--- config.mk ---
export PLATFORM = sky130hd
export DESIGN_NAME = wb_queue
export DESIGN_NICKNAME = d
export VERILOG_FILES = /design/src/rtl/wb_queue.sv
export SDC_FILE = /design/constraint.sdc
export NUM_CORES = 1
export LEC_CHECK = 0
export CORE_MARGIN = 3
export CORE_UTILIZATION = 48
export CTS_CLUSTER_DIAMETER = 80
export DETAILED_ROUTE_END_ITERATION = 8
export PLACE_DENSITY = 0.89
export RECOVER_POWER = 50
export SLEW_MARGIN = 15
export SYNTH_ARGS = -nofsm -noshare
export SYNTH_HDL_FRONTEND = slang
export SYNTH_SLANG_ARGS = --single-unit
--- constraint.sdc ---
create_clock -name clk -period 2.55 [get_ports clk]
set_input_delay 0.51 -clock clk [delete_from_list [all_inputs] [get_ports clk]]
set_output_delay 0.51 -clock clk [all_outputs]
set_load 0.01 [all_outputs]
--- src/rtl/wb_queue.sv ---
// Register-file writeback queue: two push ports, one in-order drain per cycle, pending-write lookup for two decode sources.
// Latency: an entry pushed into an empty queue drives wb_* in the cycle after its accepting edge.
// Backpressure: in_ready drops once fewer than two slots remain; pushes while not ready are dropped. Optional forwarding: WBQ_FWD_EN.
module wb_queue #(
    parameter int WORD_WIDTH = 32,
    parameter int ADDR_WIDTH = 4,
    parameter int DEPTH      = 4
) (
    input  logic                    clk,
    input  logic                    rst_n,
    input  logic                    push0,
    input  logic [ADDR_WIDTH-1:0]   dest0,
    input  logic [WORD_WIDTH-1:0]   res0,
    input  logic                    push1,
    input  logic [ADDR_WIDTH-1:0]   dest1,
    input  logic [WORD_WIDTH-1:0]   res1,
    output logic                    in_ready,
    input  logic                    hold,
    output logic                    wb_en,
    output logic [ADDR_WIDTH-1:0]   wb_dest,
    output logic [WORD_WIDTH-1:0]   wb_res,
    input  logic [ADDR_WIDTH-1:0]   src1,
    input  logic [ADDR_WIDTH-1:0]   src2,
    output logic                    hit1,
    output logic                    hit2,
    output logic [WORD_WIDTH-1:0]   fwd1,
    output logic [WORD_WIDTH-1:0]   fwd2,
    output logic [$clog2(DEPTH):0]  count
);
    localparam int PW = $clog2(DEPTH);
    localparam int CW = PW + 1;

    logic [ADDR_WIDTH-1:0] dest_q [DEPTH];
    logic [WORD_WIDTH-1:0] res_q  [DEPTH];
    logic [PW-1:0]         head_q, head_d, tail_q, tail_d, wr1_idx;
    logic [CW-1:0]         count_q, count_d;
    logic                  acc0, acc1, pop;

    always_comb begin
        in_ready = (count_q <= CW'(DEPTH - 2));
        acc0     = push0 & in_ready;
        acc1     = push1 & in_ready;
        pop      = (count_q != '0) && !hold;
        // Port 0 is the older of a same-cycle pair, so port 1 lands behind it.
        wr1_idx  = tail_q + PW'(acc0);
        head_d   = head_q + PW'(pop);
        tail_d   = tail_q + PW'(acc0) + PW'(acc1);
        count_d  = count_q + CW'(acc0) + CW'(acc1) - CW'(pop);
    end

    always_ff @(posedge clk or negedge rst_n) begin
        if (!rst_n) begin
            head_q  <= '0;
            tail_q  <= '0;
            count_q <= '0;
            for (int i = 0; i < DEPTH; i++) begin
                dest_q[i] <= '0;
                res_q[i]  <= '0;
            end
        end else begin
            head_q  <= head_d;
            tail_q  <= tail_d;
            count_q <= count_d;
            if (acc0) begin
                dest_q[tail_q] <= dest0;
                res_q[tail_q]  <= res0;
            end
            if (acc1) begin
                dest_q[wr1_idx] <= dest1;
                res_q[wr1_idx]  <= res1;
            end
        end
    end

    assign wb_en   = pop;
    assign wb_dest = dest_q[head_q];
    assign wb_res  = res_q[head_q];
    assign count   = count_q;

    logic [PW-1:0] hidx;
    always_comb begin
        hit1 = 1'b0;
        hit2 = 1'b0;
        hidx = '0;
        for (int i = 0; i < DEPTH; i++) begin
            hidx = head_q + PW'(i);
            if (CW'(i) < count_q) begin
                if (dest_q[hidx] == src1) hit1 = 1'b1;
                if (dest_q[hidx] == src2) hit2 = 1'b1;
            end
        end
    end

`ifdef WBQ_FWD_EN
    // Scan oldest to youngest so the last match (youngest) wins.
    logic [PW-1:0] fidx;
    always_comb begin
        fwd1 = '0;
        fwd2 = '0;
        fidx = '0;
        for (int i = 0; i < DEPTH; i++) begin
            fidx = head_q + PW'(i);
            if (CW'(i) < count_q) begin
                if (dest_q[fidx] == src1) fwd1 = res_q[fidx];
                if (dest_q[fidx] == src2) fwd2 = res_q[fidx];
            end
        end
    end
`else
    assign fwd1 = '0;
    assign fwd2 = '0;
`endif

endmodule

# ---- Word level (Yosys, flattened, before mapping)
# Cells that the tools add are included.
dict set report op_classes {
  add_sub_neg 9
  magnitude_cmp 13
  n_eq_ne 8
  n_mux 47
  bitwise_logic 8
  reduce_logical 5
}
# op n
set op_table {}
lappend op_table {{bitwise mux 128 bit} 2}
lappend op_table {{two-way mux 128 bit} 2}
lappend op_table {{demux 32 bit (select 2 bit)} 2}
lappend op_table {{two-way mux 32 bit} 4}
lappend op_table {{binary-select mux 32 bit (select 2 bit)} 1}
lappend op_table {{two-way mux 4 bit} 10}
lappend op_table {{binary-select mux 4 bit (select 2 bit)} 4}
lappend op_table {{bitwise mux 16 bit} 2}
lappend op_table {{== test 4 bit} 8}
lappend op_table {{two-way mux 16 bit} 2}
lappend op_table {{>= comparator 3 bit (second input constant)} 6}
lappend op_table {{NOT 2 -> 3 bit} 6}
lappend op_table {{demux 4 bit (select 2 bit)} 2}
lappend op_table {{two-way mux 1 bit} 16}
lappend op_table {{adder 2 x 1 -> 2 bit} 3}
lappend op_table {{adder 3 x 1 -> 3 bit} 2}
lappend op_table {{< comparator 1 x 3 -> 1 bit (first input constant)} 2}
lappend op_table {{< comparator 2 x 3 -> 1 bit (first input constant)} 2}
lappend op_table {{< comparator 3 x 1 -> 1 bit (second input constant)} 2}
lappend op_table {{adder 2 bit (second input constant)} 2}
lappend op_table {{<= comparator 3 x 2 -> 1 bit (second input constant)} 1}
lappend op_table {{logical AND 1 bit} 3}
lappend op_table {{nonzero test 3 bit} 1}
lappend op_table {{subtractor 3 x 1 -> 3 bit} 1}
lappend op_table {{other kinds (3)} 4}
dict set report word_totals {
  regBits 151
  input_bits 85
  out_inout_bits 107
  wordCells 101
}

# ---- Logic depth before layout (Yosys ltp)
# Gate-level depths: netlist of the first run.
dict set report logic_depth {
  word_depth 13
  ltp_mapped 12
  ltp_nobuf 11
}

# ---- Least setup slack after synthesis of the first run
# OpenSTA, ideal clock, no wires.
dict set report synth_path {
  path_type {reg-to-reg}
  from {reg count_q[2], in the netlist count[2]}
  to {reg res_q[106] (netlist name)}
  setup_time_ps 137
  arrival_time_ps 2528
  t_required_ps 2413
  path_slack_ps -115
  stages_incl_launch_ff 13
  path_buffers 2
  synth_period_minus_slack_ps 2665
  cell_sequence {dfrtp_1 > inv_1 > ha_1 > o21a_1 > buf_6 > nor2_1 > nor2b_1 > ha_1 > xnor2_1 > o2111ai_4 > clkbuf_1 > nor2_1 > a21oi_1}
}
dict set report synth_between {
  elab_chain_cells 10
  elab_cells_between_ends 13
  cone_classes {1 x add/sub; 3 x order compare; 5 x mux; 3 x bitwise; 1 x reduce/logical}
}
# item line
set synth_lines {}
lappend synth_lines {{start, declared} 36} ;# logic [CW-1:0] count_q, count_d;
lappend synth_lines {{start signal, assigned} 63} ;# count_q <= count_d;
lappend synth_lines {{<= comparator 3 x 2 -> 1 bit (*)} 40} ;# in_ready = (count_q <= CW'(DEPTH - 2));
lappend synth_lines {{bitwise AND 1 bit} 41} ;# acc0 = push0 & in_ready;
lappend synth_lines {{adder 2 x 1 -> 2 bit} 45} ;# wr1_idx = tail_q + PW'(acc0);
lappend synth_lines {{NOT 2 -> 3 bit (implied by the code)} 70} ;# res_q[wr1_idx] <= res1;
lappend synth_lines {{>= comparator 3 bit (implied by the code) or < comparator 3 x 1 -> 1 bit (tied branches)} 70}
lappend synth_lines {{logical AND 1 bit (implied by the code)} 70}
lappend synth_lines {{two-way mux 32 bit (implied by the code)} 70}
lappend synth_lines {{demux 32 bit (select 2 bit)} 70}
lappend synth_lines {{bitwise mux 128 bit} 70}
lappend synth_lines {{two-way mux 128 bit (*)} 68} ;# if (acc1) begin
lappend synth_lines {{end signal, assigned by index} 66} ;# res_q[tail_q] <= res0;
lappend synth_lines {{end signal, assigned by index} 70}
lappend synth_lines {{end, declared} 34} ;# logic [WORD_WIDTH-1:0] res_q [DEPTH];
# Every way passes the cells marked *; elsewhere a longest branch is shown, timed or not.

# ---- Worst setup path after layout of the first run
dict set report layout_path {
  from {reg head_q[0]}
  to {out hit1}
}
dict set report layout_between {
  elab_chain_cells 13
  elab_cells_between_ends 31
  cone_classes {3 x add/sub; 4 x eq/ne; 20 x mux; 4 x bitwise}
}
# item line
set layout_lines {}
lappend layout_lines {{start, declared} 35} ;# logic [PW-1:0] head_q, head_d, tail_q, tail_d, wr1_idx;
lappend layout_lines {{start signal, assigned} 53} ;# head_q <= '0;
lappend layout_lines {{start signal, assigned} 61} ;# head_q <= head_d;
lappend layout_lines {{parallel branches: the longest is 12 deep, another holds adder 2 x 1 -> 2 bit} --}
lappend layout_lines {{two-way mux 1 bit (*)} 87} ;# if (CW'(i) < count_q) begin
lappend layout_lines {{end, declared} 24} ;# output logic hit1,
# Mark *: on every way between the ends. The select of a mux whose other input is x is not followed.

==> impl_metrics.tcl, run 1 <==
set metrics [dict create \
    tightest_slew_ns 1.65 \
    r2r_slack_ns 0.13 \
    hold_viol 0 \
    ios 192 \
    synth-edff-count 0 \
    core_um2 19000 \
    yosys_warnings 0 \
    fillCellCount 1487 \
    synth_largest_area_cell "dfrtp_1" \
    vias 6866 \
    grt_use_met1 0.279 \
    mostFrequentLayoutCell "dfrtp_1" \
    synth_compound_area_frac 0.102 \
    end_kind "primary output" \
    area_delta_synth_final_pct 23.6 \
    synthFlopType "dfrtp_1" \
    synthDominantCellAreaShare 0.399 \
    final-max-slew-violation-count 66 \
    fmax_mhz 351 \
    dp_hpwl_mm 15.3 \
    grt_max_degree 66 \
    numCtsBuffers 17 \
    total_power_mw 16.2 \
    synth_seq_cells 151 \
    wl_mm 24.3 \
    wire_per_inst_um 19.1 \
    violations "max-capacitance violations, max-slew violations, negative setup slack" \
    synth_area_leaders "dfrtp_1 (40%), mux2i_1 (15%), mux4_2 (11%), a21oi_1 (6.9%), nor2_1 (5.9%)" \
    nets 1089 \
    place_inst 1218 \
    grt_pass1_vias 7007 \
    clk_path_buf_depth 2 \
    cts-hold-fix-buffers 0 \
    p_per_area_nw_per_um2 1380 \
    reg2reg_to "res_q[16]" \
    period_minus_slack_ns 2.85 \
    rr_startpoint "count[2]" \
    drive_gt1_frac 0.195 \
    synth-adder-area-share 0.0122 \
    startpoint_type "flop" \
    worstSetupPathType "flop to primary output" \
    use_met3 0.0400 \
    syn_avg_cell_area_um2 11.2 \
    grt-busiest-layer "met2" \
    start_util 0.498 \
    grt_overflow 0 \
    synth_xor_area_frac 0.0342 \
    grt_first_pass_wirelength_mm 37.3 \
    synth_simple_gate_area_frac 0.0705 \
    dpl_worst_slack_ns -0.170 \
    stdcell_count 1270 \
    r2r_cells 14 \
    postSynthCellCount 842 \
    core.rowCount 50 \
    async_reset_ff_frac 1.00 \
    use_met2 0.382 \
    drt_iter0_markers 498 \
    rsz0062_at_grt "yes" \
    layout_common_cells "dfrtp_1 (149), nor2_1 (147), mux2i_1 (144), a21oi_1 (130), clkdlybuf4s50_1 (84)" \
    place_congestion 0.960 \
    cap_viol_max_count 1 \
    status "complete, but fails checks" \
    crit_arrival_ns 2.34 \
    ys_types 28 \
    port_buffers 127 \
    worstPathRequired_ns 2.04 \
    antenna_found_initial 1 \
    fp.dieArea_um2 21400 \
    chipWidth_um 146 \
    grtUsageTotal 0.218 \
    clock-sinks 151 \
    relSlewSlack -0.101 \
    die_y_um 146 \
    final_util 0.615 \
    root_buffer "clkbuf_16" \
    hold_ws_ns 0.511 \
    netlist_area_um2 9460 \
    ir_drop_mv 0.651 \
    worst_slack_ns -0.297 \
    yosysSeqAreaShare 0.399 \
    fin_crit_sh 1.12 \
    cts_max_level 4 \
    path_max_fanout 5 \
    p_leak_nw 5.74 \
    cts_tree "yes" \
    drc_errors 0 \
    ant_nets 0 \
    insertion_delay_ns 0.42 \
    hold_class "input pin to async pin" \
    clk_pin_slew_ns 0.07 \
    via_per_inst 5.41 \
    setup_viol 19 \
    clock_skew_ns 0.0106 \
    synth_top_family_by_area "multiplexers" \
    first_pass_iters 6 \
    synthMuxAreaShare 0.267 \
]
[logic make-up (layout without fill, tap and decap cells)]
logic type / Yosys count / after routing
AO/OA/AOI/OAI: 155 / 155
XOR/XNOR: 37 / 37
adder cells (fa/ha/maj): 8 / 8
buffers and inverters: 131 / 235
flip-flops: 151 / 151
multiplexers: 192 / 192
other: 1 / 65
AND/OR/NAND/NOR: 167 / 167
[stage by stage]
stage	setup TNS, ns	area, um^2
after floorplan	-0.0102	9710
after global placement	-0.526	10900
after detailed placement	-1.57	10900
after CTS	-1.54	11600
after global routing	-5.14	11700
final	-1.33	11700
[state kept, by name, indices dropped and copies added (netlist names)]
register  count
head_q        2
dest_q       16
count         3
tail_q        2
res_q       128
[routing by layer]
layer / routed length (um) / up-vias
li1: - / 3177
met1: 10000 / 3411
met2: 12500 / 253
met3: 1450 / 25
met4: 260 / 0
met5: 0 / -
[power by group]
part	switching, mW	total [mW]	internal, mW
logic	4.37	9.07	4.71
clock network	1.08	2.58	1.49
registers	0.847	4.54	3.69
[layout make-up]
cell class / count / area, um^2 / area share
Clock inverter: 14 / 161 / 0.0138
Inverter: 10 / 37.5 / 0.00321
Multi-Input combinational cell: 623 / 4950 / 0.423
Clock buffer: 18 / 439 / 0.0375
Timing Repair Buffer: 193 / 2000 / 0.171
Antenna cell: 1 / 2.50 / 0.000214
Sequential cell: 151 / 3780 / 0.323
Tap cell: 260 / 325 / 0.0278
[worst max path at each step]
stage,start,end,slack [ns]
3_5_place_dp,head_q[0],hit1,-0.17
6_report,head_q[0],hit1,-0.30
2_1_floorplan,count[1],count[2],-0.01
4_1_cts,head_q[0],hit1,-0.25
5_1_grt,head_q[0],hit1,-0.30
3_3_place_gp,head_q[0],hit1,-0.12
[cell usage after synthesis, types with 2 or more instances]
master	n
dfrtp_1	151
nor2_1	149
mux2i_1	144
a21oi_1	130
buf_4	66
mux4_2	48
xnor2_1	19
xor2_1	18
buf_2	17
a21oi_2	15
buf_12	12
clkbuf_1	10
inv_1	10
clkbuf_8	9
buf_6	6
ha_1	6
nand4_1	6
nand3_1	4
nor2b_1	4
o2111ai_2	4
o2111ai_4	4
nor3_1	3
fa_1	2
[critical path, cell delays in order (launching register included)]
cell and delay, ns:
dfrtp_4 0.52, buf_4 0.16, mux4_2 0.45, xor2_1 0.17, nor3_1 0.24, nand3_1 0.13, nand4_1 0.12, buf_2 0.15
[timing repair]
action                                  CTS  global route
pin swaps                                 9             5
cloned                                    1             5
endpoints found under the hold margin     0             0
endpoints found under the setup margin   52           138
setup buffers                            10             5
gates resized for setup                  86            21
Note: power is estimated with default switching activity, not from simulation.
==> inputs of run 2 (changes only) <==
- CORE_UTILIZATION: 48 -> 40
- PLACE_DENSITY: 0.89 -> 0.78
- SKIP_LAST_GASP: default -> 1
==> run 2 against run 1 <==
The run ends with negative setup slack left. Critical endpoint unchanged. Die area is 19% higher. Non-clock buffer count is 1 higher. Fmax is 2.2% higher. Sequential share of layout area is 0.22 points higher. Critical path type unchanged. Largest power group unchanged.
==> impl_metrics.tcl, run 2 (same netlist as run 1, synthesis figures left out) <==
set metrics [dict create \
    status "complete, but fails checks" \
    violations "negative setup slack" \
    regArea_um2 3780 \
    path_max_fanout 8 \
    grt_overflow 0 \
    clock-sinks 151 \
    multi_input_area_um2 4950 \
    chipWidth_um 160 \
    n_antenna_cell 0 \
    cap_viol_max_count 0 \
    dp_hpwl_mm 15.6 \
    rr_startpoint "count[2]" \
    root_buffer "clkbuf_16" \
    rsz0062_at_grt "yes" \
    drc_errors 0 \
    cts_tree "yes" \
    fmax_mhz 359 \
    clk_pin_slew_ns 0.06 \
    wl_mm 23.5 \
    worstSetupPathType "flop to primary output" \
    cts_max_level 4 \
    grt_pass1_vias 6891 \
    mostFrequentLayoutCell "dfrtp_1" \
    crit_arrival_ns 2.28 \
    fp.dieArea_um2 25500 \
    antenna_found_initial 0 \
    ant_nets 0 \
    via_per_inst 5.11 \
    relSlewSlack 0.0503 \
    crit_path_top_delay_cell "dfrtp_4" \
    p_leak_nw 5.71 \
    ios 192 \
    setup_viol 9 \
    start_util 0.413 \
    clk_path_buf_depth 2 \
    critical_path.max_stage_delay_ns 0.51 \
    worstPathCellList "buf_12 > buf_4 > mux4_2 > xor2_2 > nor3_2 > nand3_1 > nand4_1 > buf_2" \
    dpl_worst_slack_ns -0.195 \
    hold_class "input pin to async pin" \
    fillCellCount 2069 \
    tightest_slew_ns 1.42 \
    drive_gt1_frac 0.220 \
    vias 6758 \
    area_delta_synth_final_pct 22.8 \
    insertion_delay_ns 0.42 \
    stdcell_count 1323 \
    first_pass_iters 5 \
    layout_common_cells "dfrtp_1 (149), nor2_1 (148), mux2i_1 (144), a21oi_1 (130), clkdlybuf4s50_1 (87)" \
    worstPathRequired_ns 2.04 \
    hold_viol 0 \
    final-max-slew-violation-count 0 \
    grt_first_pass_wirelength_mm 37.6 \
    end_kind "primary output" \
    wire_per_inst_um 17.8 \
    cp-startpoint "head_q[0]" \
    ir_drop_mv 0.635 \
    grtUsageTotal 0.183 \
    period_minus_slack_ns 2.79 \
    cts-hold-fix-buffers 0 \
    final_util 0.507 \
    nets 1090 \
    core.rowCount 55 \
    numCtsBuffers 17 \
    place_inst 1276 \
    die_y_um 160 \
    drt_iter0_markers 332 \
    p_per_area_nw_per_um2 1360 \
    largest_reg_flops 128 \
    worst_slack_ns -0.236 \
    fin_crit_sh 1.09 \
    port_buffers 127 \
    core_um2 22900 \
    place_congestion 0.928 \
    clock_skew_ns 0.00792 \
    grt_max_degree 57 \
    regMostFlops "res_q" \
    startpoint_type "flop" \
]
run 2: cell count changes in the layout (fill, tap and decap cells not counted), sizes merged, moves of 2 or more:
cell	before	now
clkbuf	29	46
clkdlybuf4s50	84	87
clkinv	2	7
dlygate4sd2	26	6
bufinv	2	0
dlygate4sd3	3	0
clkinvlp	4	2
buf	67	71
run 2: what timing repair did:
action / in CTS / in global routing
pin swaps: 6 / 8
setup buffers: 10 / 3
resized for setup: 83 / 71
endpoints found under the setup margin: 57 / 75
gates cloned: 2 / 0
run 2: cell type report:
type	instances	area share
multi-input combinational	623	0.426
sequential	151	0.326
timing repair buffer	194	0.164
clock buffer	17	0.0366
tap	313	0.0337
clock inverter	15	0.0104
inverter	10	0.00323
run 2: per-stage QoR:
stage	hold WS, ns	instance area (um^2)	TNS [ns]	power (mW)
detailed placement	0.526	10900	-2.63	13.4
finish	0.425	11600	-0.646	15.8
CTS	0.0646	11700	-1.79	15.9
global placement	0.531	10900	-0.938	13.1
floorplan	0.214	9710	-0.0102	10.4
global route	0.541	11600	-1.47	16.9
run 2: critical path, delay by kind of cell, from the launching register on:
| family | cells | cell delay (ns) |
|---|---|---|
| xor gates and xnor gates | 1 | 0.18 |
| buffers and inverters | 3 | 0.43 |
| muxes | 1 | 0.35 |
| DFF | 1 | 0.51 |
| and+or+nand+nor | 3 | 0.40 |
run 2: power by group:
part           switching (mW)  total, mW  internal (mW)
clock                    1.10       2.37           1.27
combinational            4.34       8.99           4.65
sequential              0.793       4.49           3.69
run 2: per-layer routing:
layer | global-route usage | part of all wire | vias up
met5 | 0 | 0 | -
met4 | 0.0584 | 0.015 | 0
met3 | 0.0368 | 0.061 | 24
met2 | 0.305 | 0.50 | 236
met1 | 0.242 | 0.43 | 3331
li1 | - | - | 3167
run 2: path summary, 6_finish.rpt:
check	slack, ns	to	cells after the start
max	-0.24	hit1	8
min	0.43	res_q[18]	1
max reg2reg	0.02	count[2]	11
min reg2reg	0.57	res_q[1]	2
max in group asynchronous	0.65	res_q[61]	2
min in group clk	0.57	res_q[1]	2
==> inputs of run 3 (changes only) <==
- PLACE_DENSITY: 0.78 -> 0.76
- clock period: 2.55 -> 3.55 ns (I/O delays scaled with it)
==> run 3 against run 2 <==
The run ends with max-capacitance violations, max-slew violations left. Worst hold slack improved by 0.15 ns. Utilization fell by 2.0 points. Final cell count fell by 3.5%. Clock-buffer cell count rose by 1. Combinational power fell by 33%. Register-to-register slack improved by 0.51 ns. Final area fell by 4.0%. Flip-flop and latch count did not move. Critical path type unchanged.
==> impl_metrics.tcl, run 3 (same netlist as run 1, synthesis figures left out) <==
set metrics [dict create \
    cts-hold-fix-buffers 0 \
    setup_viol 0 \
    relSlewSlack -0.242 \
    dp_hpwl_mm 15.2 \
    start_util 0.413 \
    drc_errors 0 \
    drive_gt1_frac 0.133 \
    holdCritStartpoint "res_q[17]" \
    critical_path.max_stage_delay_ns 0.56 \
    worstHoldPathCells 2 \
    cp-startpoint "head_q[0]" \
    fin_crit_sh 0.964 \
    layout_common_cells "nor2_1 (149), dfrtp_1 (149), mux2i_1 (144), a21oi_1 (130), clkdlybuf4s50_1 (120)" \
    ir_drop_mv 0.431 \
    cpMostUsedCell "nand4_1" \
    violations "max-capacitance violations, max-slew violations" \
    wl_mm 22.7 \
    final-max-slew-violation-count 71 \
    insertion_delay_ns 0.42 \
    fp.dieArea_um2 25500 \
    largest_reg_flops 128 \
    hold_class "flop to flop" \
    grt_overflow 0 \
    grt_first_pass_wirelength_mm 36.3 \
    crit_path_top_delay_cell "dfrtp_4" \
    vias 6538 \
    hold_ws_ns 0.572 \
    path_max_fanout 12 \
    worstPathRequired_ns 2.84 \
    wire_per_inst_um 17.8 \
    rsz0062_at_grt "no" \
    stdcell_count 1277 \
    numCtsBuffers 17 \
    r2r_cells 12 \
    clk_pin_slew_ns 0.07 \
    grt_pass1_vias 6620 \
    clock-sinks 151 \
    drt_iter0_markers 322 \
    core.rowCount 55 \
    die_y_um 160 \
    grt_max_degree 72 \
    place_inst 1244 \
    antenna_found_initial 0 \
    fmax_mhz 292 \
    n_antenna_cell 0 \
    status "complete, but fails checks" \
    end_kind "primary output" \
    p_per_area_nw_per_um2 992 \
    nets 1044 \
    area_delta_synth_final_pct 17.9 \
    first_pass_iters 4 \
    port_buffers 127 \
    startpoint_type "flop" \
    cts_tree "yes" \
    via_per_inst 5.12 \
    cts_max_level 4 \
    ios 192 \
    worstSetupPathType "flop to primary output" \
    chipWidth_um 160 \
    rr_startpoint "count[2]" \
    hold_viol 0 \
    clk_path_buf_depth 2 \
    tns_ns 0 \
    tightest_slew_ns 1.86 \
    period_minus_slack_ns 3.42 \
    core_um2 22900 \
    grtUsageTotal 0.178 \
    root_buffer "clkbuf_16" \
    worstPathCellList "buf_6 > mux4_2 > xnor2_1 > nand4_1 > nand4_1 > clkdlybuf4s50_1" \
    cap_viol_max_count 1 \
    ant_nets 0 \
    p_leak_nw 5.36 \
    clock_skew_ns 0.0194 \
    regMostFlops "res_q" \
    place_congestion 0.914 \
    crit_arrival_ns 2.71 \
]
==> run 3: layer usage <==
metal / GRT usage / vias up / part of all wire
li1: - / 3084 / -
met2: 0.308 / 203 / 0.51
met5: 0 / - / 0
met1: 0.229 / 3233 / 0.43
met4: 0.0426 / 0 / 0.010
met3: 0.0366 / 18 / 0.053
==> run 3: timing repair <==
item                                    4_1_cts  5_1_grt
endpoints found under the setup margin       17        2
buffers inserted                              0        1
resized for setup                             1        1
==> run 3: path summary, 6_finish.rpt <==
kind	endpoint	slack, ns
worst max-delay path	hit2	0.13
worst min-delay path	res_q[17]	0.57
worst max register to register	dest_q[1]	0.53
worst min register to register	res_q[17]	0.57
max in group asynchronous	res_q[72]	1.25
min in group asynchronous	res_q[17]	0.78
==> run 3: layout make-up <==
class	instances	area (um^2)
clock buffers	18	439
fillers	2106	11800
clock inverters	14	140
multi-input cells	623	4870
flip-flops and latches	151	3790
repair buffers	148	1490
well taps	313	392
inverters	10	37.5
==> run 3: worst max-delay path: cells and delay by family, from the launching register on <==
family        cells  cell delay (ns)
buf+inv           2             0.75
flops             1             0.56
mux               1             0.55
simple gates      2             0.22
xor+xnor          1             0.21
==> run 3: through the flow <==
step | worst slack (ns) | utilization | area (um^2) | power (mW)
2_1_floorplan | 0.885 | - | 9700 | 7.47
3_3_place_gp | 0.422 | 0.461 | 10600 | 9.15
3_5_place_dp | 0.410 | 0.461 | 10600 | 9.36
4_1_cts | 0.0407 | 0.487 | 11200 | 11.2
5_1_grt | 0.0122 | 0.487 | 11200 | 11.8
6_report | 0.128 | 0.487 | 11200 | 11.1
==> run 3: where the power goes <==
| group | switching [mW] | leakage, nW | internal [mW] |
|---|---|---|---|
| registers | 0.656 | 1.72 | 2.66 |
| logic | 2.80 | 3.37 | 3.18 |
| clock network | 0.771 | 0.279 | 1.00 |
